$ cat src/rtl/fetch_unit.sv
// fetch_unit: instruction-fetch stage in front of insMem.
// Owns the PC, issues the instruction address, and captures returned words
// into a small prefetch FIFO. The controller consumes them over valid/ack.
// Supports PC redirect with flush, fetch halt, and wrap at the memory end.
module fetch_unit #(
  parameter int ADDR_W    = 10,
  parameter int INS_W     = 16,
  parameter int DEPTH     = 2,
  parameter int MEM_DEPTH = 1000
) (
  input  logic              clk,
  input  logic              rst,
  output logic [ADDR_W-1:0] address,
  input  logic [INS_W-1:0]  instruction,
  output logic [INS_W-1:0]  ir,
  output logic [ADDR_W-1:0] ir_pc,
  output logic              ir_valid,
  input  logic              ir_ack,
  input  logic              redirect_en,
  input  logic [ADDR_W-1:0] redirect_addr,
  input  logic              halt,
  output logic              addr_fault
);

  localparam int PTR_W = (DEPTH > 1) ? $clog2(DEPTH) : 1;
  localparam int CNT_W = $clog2(DEPTH + 1);

  // Last legal address and the exclusive upper bound. The bound is one bit
  // wider so that a MEM_DEPTH equal to 2**ADDR_W still compares correctly.
  localparam logic [ADDR_W-1:0] LAST_ADDR = ADDR_W'(MEM_DEPTH - 1);
  localparam logic [ADDR_W:0]   ADDR_LIM  = (ADDR_W + 1)'(MEM_DEPTH);
  localparam logic [CNT_W-1:0]  CNT_FULL  = CNT_W'(DEPTH);

  // Architectural state
  logic [ADDR_W-1:0] pc_q, pc_d;
  logic [CNT_W-1:0]  count_q, count_d;
  logic [PTR_W-1:0]  rd_ptr_q, rd_ptr_d;
  logic [PTR_W-1:0]  wr_ptr_q, wr_ptr_d;
  logic              addr_fault_q, addr_fault_d;
  logic [INS_W-1:0]  ins_buf_q [DEPTH];
  logic [INS_W-1:0]  ins_buf_d [DEPTH];
  logic [ADDR_W-1:0] pc_buf_q  [DEPTH];
  logic [ADDR_W-1:0] pc_buf_d  [DEPTH];

  // Handshake qualifiers
  logic valid_s;
  logic pop_s;
  logic push_s;
  logic target_ok_s;

  assign valid_s     = (count_q != {CNT_W{1'b0}});
  assign pop_s       = ir_ack & valid_s;
  // A push can also happen on a full buffer when the head leaves this cycle,
  // which keeps throughput at one instruction per cycle.
  assign push_s      = ~redirect_en & ~halt & ((count_q < CNT_FULL) | pop_s);
  assign target_ok_s = ({1'b0, redirect_addr} < ADDR_LIM);

  // Next-state computation: redirect flushes and reloads PC, otherwise push/pop.
  always_comb begin
    pc_d         = pc_q;
    count_d      = count_q;
    rd_ptr_d     = rd_ptr_q;
    wr_ptr_d     = wr_ptr_q;
    addr_fault_d = addr_fault_q;
    ins_buf_d    = ins_buf_q;
    pc_buf_d     = pc_buf_q;

    if (redirect_en) begin
      // Flush: any ack this cycle is dropped along with the buffered entries.
      count_d  = {CNT_W{1'b0}};
      rd_ptr_d = {PTR_W{1'b0}};
      wr_ptr_d = {PTR_W{1'b0}};
      if (target_ok_s) begin
        pc_d = redirect_addr;
      end else begin
        // Out-of-range target: park at 0 so address stays legal, and flag it.
        pc_d         = {ADDR_W{1'b0}};
        addr_fault_d = 1'b1;
      end
    end else begin
      if (push_s) begin
        ins_buf_d[wr_ptr_q] = instruction;
        pc_buf_d[wr_ptr_q]  = pc_q;
        wr_ptr_d            = wr_ptr_q + PTR_W'(1);
        if (pc_q == LAST_ADDR) begin
          pc_d = {ADDR_W{1'b0}};
        end else begin
          pc_d = pc_q + ADDR_W'(1);
        end
      end else begin
        pc_d = pc_q;
      end

      if (pop_s) begin
        rd_ptr_d = rd_ptr_q + PTR_W'(1);
      end else begin
        rd_ptr_d = rd_ptr_q;
      end

      case ({push_s, pop_s})
        2'b10:   count_d = count_q + CNT_W'(1);
        2'b01:   count_d = count_q - CNT_W'(1);
        default: count_d = count_q;
      endcase
    end
  end

  // State registers with synchronous reset overriding every other input.
  always_ff @(posedge clk) begin
    if (rst) begin
      pc_q         <= {ADDR_W{1'b0}};
      count_q      <= {CNT_W{1'b0}};
      rd_ptr_q     <= {PTR_W{1'b0}};
      wr_ptr_q     <= {PTR_W{1'b0}};
      addr_fault_q <= 1'b0;
      for (int i = 0; i < DEPTH; i++) begin
        ins_buf_q[i] <= {INS_W{1'b0}};
        pc_buf_q[i]  <= {ADDR_W{1'b0}};
      end
    end else begin
      pc_q         <= pc_d;
      count_q      <= count_d;
      rd_ptr_q     <= rd_ptr_d;
      wr_ptr_q     <= wr_ptr_d;
      addr_fault_q <= addr_fault_d;
      ins_buf_q    <= ins_buf_d;
      pc_buf_q     <= pc_buf_d;
    end
  end

  // Outputs come straight from state: no bypass from the memory input.
  assign address    = pc_q;
  assign ir         = ins_buf_q[rd_ptr_q];
  assign ir_pc      = pc_buf_q[rd_ptr_q];
  assign ir_valid   = valid_s;
  assign addr_fault = addr_fault_q;

endmodule

$ cat config.mk
export PLATFORM = sky130hd
export DESIGN_NAME = fetch_unit
export DESIGN_NICKNAME = d
export VERILOG_FILES = /design/src/rtl/fetch_unit.sv
export SDC_FILE = /design/constraint.sdc
export NUM_CORES = 1
export LEC_CHECK = 0
export ABC_CLOCK_PERIOD_IN_PS = 2890
export BUFFER_PORTS_ARGS = -buffer_cell sky130_fd_sc_hd__clkbuf_2
export CAP_MARGIN = 0
export CORE_MARGIN = 2
export CORE_UTILIZATION = 40
export CTS_BUF_LIST = sky130_fd_sc_hd__clkbuf_8
export DETAILED_ROUTE_END_ITERATION = 10
export HOLD_SLACK_MARGIN = 0.12
export PLACE_DENSITY = 0.61
export SYNTH_ARGS = -nofsm -noshare
export SYNTH_HDL_FRONTEND = slang
export SYNTH_SLANG_ARGS = --single-unit
$ cat constraint.sdc
create_clock -name clk -period 2.89 [get_ports clk]
set_clock_uncertainty 0.05 [all_clocks]
set_input_delay 0.1445 -clock clk [delete_from_list [all_inputs] [get_ports clk]]
set_output_delay 0.1445 -clock clk [all_outputs]
set_load 0.02 [all_outputs]
# Word-level counts from Yosys, hierarchy flattened
# Cells that the tools add are included.
# W data, S select, Z words.
[totals]
inputBits = 31
word_cells = 55
regBits = 67
[op_classes]
n_lt_le_gt_ge = 5
bitwise_logic = 9
muxes = 17
eq_ne = 3
reduce_logical = 7
addsub = 5
[op_table]
columns = ["cell", "count"]
rows = [
  ["$mux W10", 8],
  ["$mux W16", 4],
  ["$bwmux W32", 1],
  ["$bwmux W20", 1],
  ["$demux W16 S1", 1],
  ["$add A10 B1 Y10 const B", 1],
  ["$demux W10 S1", 1],
  ["$eq A10 B10 Y1 const B", 1],
  ["$lt A10 B10 Y1 const B", 1],
  ["$reduce_bool A2 Y1", 3],
  ["$ge A2 B2 Y1 const B", 2],
  ["$not A1 Y2", 2],
  ["$pmux W2 S2", 1],
  ["$reduce_and A2 Y1", 2],
  ["$and A1 B1 Y1", 3],
  ["$not A1 Y1", 3],
  ["$add A1 B1 Y1 const B", 2],
  ["$add A2 B1 Y2 const B", 1],
  ["$eq A2 B1 Y1 const B", 1],
  ["$eq A2 B2 Y1 const B", 1],
  ["$lt A2 B1 Y1 const B", 1],
  ["$lt A2 B2 Y1 const B", 1],
  ["$reduce_or A2 Y1", 1],
  ["$sub A2 B1 Y2 const B", 1],
  ["other kinds (2)", 2],
]

# Longest topological paths before layout
[depth]
depth_word = 6
ltp_mapped = 8
ltp_nobuf = 8

# Least setup slack after synthesis
# No wires, ideal clock.
[synth_timing]
path_kind = "register to register"
from = "reg pc_q[4] (netlist: address[4])"
to = "reg pc_q[7] (netlist: address[7])"
stages_incl_launch_ff = 6
arrival_time_ns = 1.622
t_required_ns = 2.752
period_less_slack_ns = 1.760
path_slack_ns = 1.130
path_cell_list = "dfxtp_1 and3_2 nand3_4 or3_1 a31o_1 a311oi_2"
[synth_between]
elab_chain_cells = 4
elab_cells_between_ends = 5
[synth_rtl]
columns = ["item", "line_no", "source"]
rows = [
  ["from (decl)", "35", "logic [ADDR_W-1:0] pc_q, pc_d;"],
  ["from (signal assigned)", "111", "pc_q <= {ADDR_W{1'b0}};"],
  ["from (signal assigned)", "121", "pc_q <= pc_d;"],
  ["$add A10 B1 Y10 / $eq A10 B10 Y1 (equally long branches)", "88, 85", ""],
  ["$mux W10 (*)", "85", "if (pc_q == LAST_ADDR) begin"],
  ["$mux W10 (*)", "81", "if (push_s) begin"],
  ["$mux W10 (*)", "68", "if (redirect_en) begin"],
]
# Mark *: on every way between the ends. The rest lies on a longest branch, timed or not. The select of a mux whose other input is x is not followed.
# A chain may end at the register's enable or synchronous reset.

# Worst setup path after layout
[layout_timing]
from = "in redirect_addr[4]"
to = "reg pc_q[9] (netlist: address[9])"
[layout_between]
elab_chain_cells = 3
[layout_rtl]
columns = ["item", "line_no", "source"]
rows = [
  ["from (decl)", "20", "input logic [ADDR_W-1:0] redirect_addr,"],
  ["$lt A10 B10 Y1", "56", "assign target_ok_s = ({1'b0, redirect_addr} < ADDR_LIM);"],
  ["$mux W10", "73", "if (target_ok_s) begin"],
  ["$mux W10", "68", ""],
]
# No other way between the ends.

==> impl_metrics.csv <==
group,metric,value,unit
run_status,status,"finished, final reports clean",
floorplan,die_area,8220,um2
route,drt_wl_total,7650,um
sta,drv_slew,0,
sta,finalCritPeriodShare,0.676,
floorplan,die_y,90.6,um
sta,final.setup.tns,0,ns
grt,grtUsageTotal,0.195,
cts,htree_levels,3,
floorplan,rows,31,
min_path,min_path_cells,2,
layout,antenna_cells,0,
place,port_buffers,68,
worst_setup_path,setup.worst_path.start,"redirect_addr[4]",
grt,grt_pass1_vias,2559,
route,viasPerCell,5.03,
cts,insertion_delay,0.35,ns
grt,grt.overflow.total,0,
pwr,irDropWorstVdd,0.000256,V
cts,cts_tree,"done",
cts,holdBufCountCts,24,
synth,yosysWarningCount,0,
sta,fin_crit,1.95,ns
worst_setup_path,r2r_end,"ins_buf_q[3]",
pwr,power.density,552,nW/um2
place,placedInstanceArea,3380,um2
synth,synth-seq-cells,67,
worst_setup_path,crit_arrival,2.15,ns
pwr,finalPower,2.12,mW
worst_setup_path,r2r_cells,4,
sta,fin_ws,0.937,ns
worst_setup_path,crit_type,"input pin to flip-flop",
floorplan,io-pin-count,69,
route,first_pass_iters,4,
pwr,p_seq_frac,0.467,
route,routedWlPerCell,13.9,um
synth,syn-cell-area,3000,um2
min_path,hold_class,"input pin to flip-flop",
route,ant_nets,0,
place,gp_congestion,0.804,
floorplan,core-area,7250,um2
grt,antenna_found_initial,0,
place,dp_hpwl,4870,um
worst_setup_path,r2r-start,"count_q[1]",
cts,cts_num_sinks,67,
worst_setup_path,reg2reg_slack,0.99,ns
sta,max_slew_margin,0.419,
pwr,p_sw_frac,0.261,
layout,area_growth,28.2,%
route,drc,0,
worst_setup_path,critical-path-top-delay-family,"simple AND/OR/NAND/NOR gates",
route,drt_iter0_drc,120,
worst_setup_path,critPathBufInv,2,
synth,ys_top_cells_by_area,"dfxtp_1 (45%), nand2_1 (14%), mux2_2 (9.7%), a21oi_1 (9.7%), clkbuf_1 (2.4%)",
layout,drive_above_1_share,0.270,
pwr,clockPowerShare,0.418,
route,vias,2773,
layout,final_area,3850,um2
layout,nets,480,
sta,tightest_slew,0.869,ns
synth,netlist_instances,368,
floorplan,start_util,0.414,
sta,hold_ws,0.141,ns
cts,cts_resized,0,
sta,max_freq,0.512,GHz
min_path,min_from,"redirect_en",
grt,grt_pass1_wl,12900,um
synth,syn_area_per_cell,8.16,um2
worst_setup_path,slowest_delay,0.61,ns
pwr,power_frac_comb,0.115,
cts,numCtsBuffers,9,
flow_run,drv_cap,0,
pwr,p_leak,1.51,nW
pwr,power.internal,1.57,mW
worst_setup_path,path_cells,"dlygate4sd3_1 -> clkbuf_2 -> o21ai_0 -> nor2_1 -> nor2b_1 -> a211oi_1 -> a221oi_1",
cts,post_cts_buffers,0,
worst_setup_path,worstPathRequired,3.09,ns
synth,synth_edf_count,0,
synth,syn_nets,401,
worst_setup_path,path_max_fanout,10,
worst_setup_path,cp-start-kind,"input pin",
place,post-place-ws,0.987,ns
min_path,worstHoldEndpoint,"count_q[1]",
pwr,p_sw,554,uW
cts,clkTransAtPathRegs,0.07,ns
synth,yosysTopAreaCell,"dfxtp_1",
worst_setup_path,critPathCaptureType,"flip-flop",
synth,synth_cell_types,39,
floorplan,fp.dieW,90.6,um
sta,rsz0062_at_grt,"false",
sta,hold_viol_final,0,
cts,cts-root-buf,"clkbuf_8",
synth,async_flop_share,0,
cts,ctsLongestPathBuffers,2,
synth,seq_area_frac_synth,0.447,
worst_setup_path,slowest_stage,"nor2b_1",
synth,synthFlopType,"dfxtp_1",
synth,synth_top_area_share,0.447,
grt,grt_max_degree,48,
sta,setup_viol,0,
-- flip-flops by register name (all words and copies together) (netlist names) --
name	flops
ins_buf_q	32
address	10
count_q	2
wr_ptr_q	1
pc_buf_q	20
addr_fault	1
rd_ptr_q	1
-- through the flow --
stage	utilization	std cells
floorplan	-	368
global placement	0.466	511
detailed placement	0.466	511
CTS	0.531	551
global route	0.531	551
finish	0.531	551
-- layout by cell type, fill, tap and decap left out, types with 2 or more instances in the layout --
cell,count
nand2_1,110
clkbuf_2,68
dfxtp_1,67
a21oi_1,58
mux2_2,26
dlygate4sd3_1,24
nor2_1,11
clkbuf_8,10
xnor2_1,7
nor3_1,7
inv_1,5
buf_4,5
o21ai_0,4
a221oi_1,4
and2_1,3
a211oi_1,3
a22oi_1,3
or2_2,2
nand2b_1,2
nand4_1,2
or3_1,2
and4_1,2
nand4b_1,2
nand3_1,2
ha_1,2
clkinvlp_4,2
bufinv_16,2
-- kinds of logic after synthesis --
| logic type | synth area share |
|---|---|
| xor+xnor | 0.0233 |
| fa+ha+maj | 0.00833 |
| simple gates | 0.222 |
| mux | 0.0975 |
| buf+inv | 0.0479 |
| flops | 0.447 |
| compound gates | 0.155 |
-- layout make-up --
class | count | area [um2]
fill | 728 | 3400
timing repair buffer | 97 | 618
clock inverter | 6 | 88.8
inverter | 5 | 18.8
multi-input combinational | 267 | 1520
tap | 99 | 124
clock buffer | 10 | 138
sequential | 67 | 1340
-- power groups by stage --
stage | clock network (mW) | logic [mW] | registers [mW]
global route | 0.946 | 0.270 | 0.997
CTS | 0.904 | 0.247 | 0.991
detailed placement | 0 | 0.221 | 1.01
finish | 0.887 | 0.245 | 0.991
floorplan | 0 | 0.147 | 1.00
global placement | 0 | 0.219 | 1.01
-- how the worst max path moves through the flow --
stage	to	slack, ns	cells after the start
4_1_cts	ins_buf_q[3]	0.97	4
2_1_floorplan	address[7]	1.13	5
6_report	address[9]	0.94	7
5_1_grt	ins_buf_q[3]	0.78	4
3_3_place_gp	address[0]	1.03	5
3_5_place_dp	ins_buf_q[6]	0.99	5
-- per-layer routing --
layer,up-vias,track usage,wire [um]
li1,1409,-,-
met1,1286,0.270,3650
met2,76,0.292,3590
met3,2,0.0459,380
met4,0,0.0782,26
met5,-,0,0
-- Yosys cell counts (2+ instances only) --
library cell and count:
nand4b_1 2, and2_1 3, nor3_1 7, buf_2 7, a211oi_1 3, nor2_1 11, nand4_1 2, a21oi_1 58
buf_4 2, ha_1 2, xnor2_1 7, a221oi_1 4, or3_1 2, nand2b_1 2, nand2_1 110, and4_1 2
dfxtp_1 67, mux2_2 26, or2_2 2, nand3_1 2, inv_1 5, clkbuf_1 19, nor2b_1 2, o21ai_0 4
a22oi_1 3
Power figures use the tool's default switching activity.
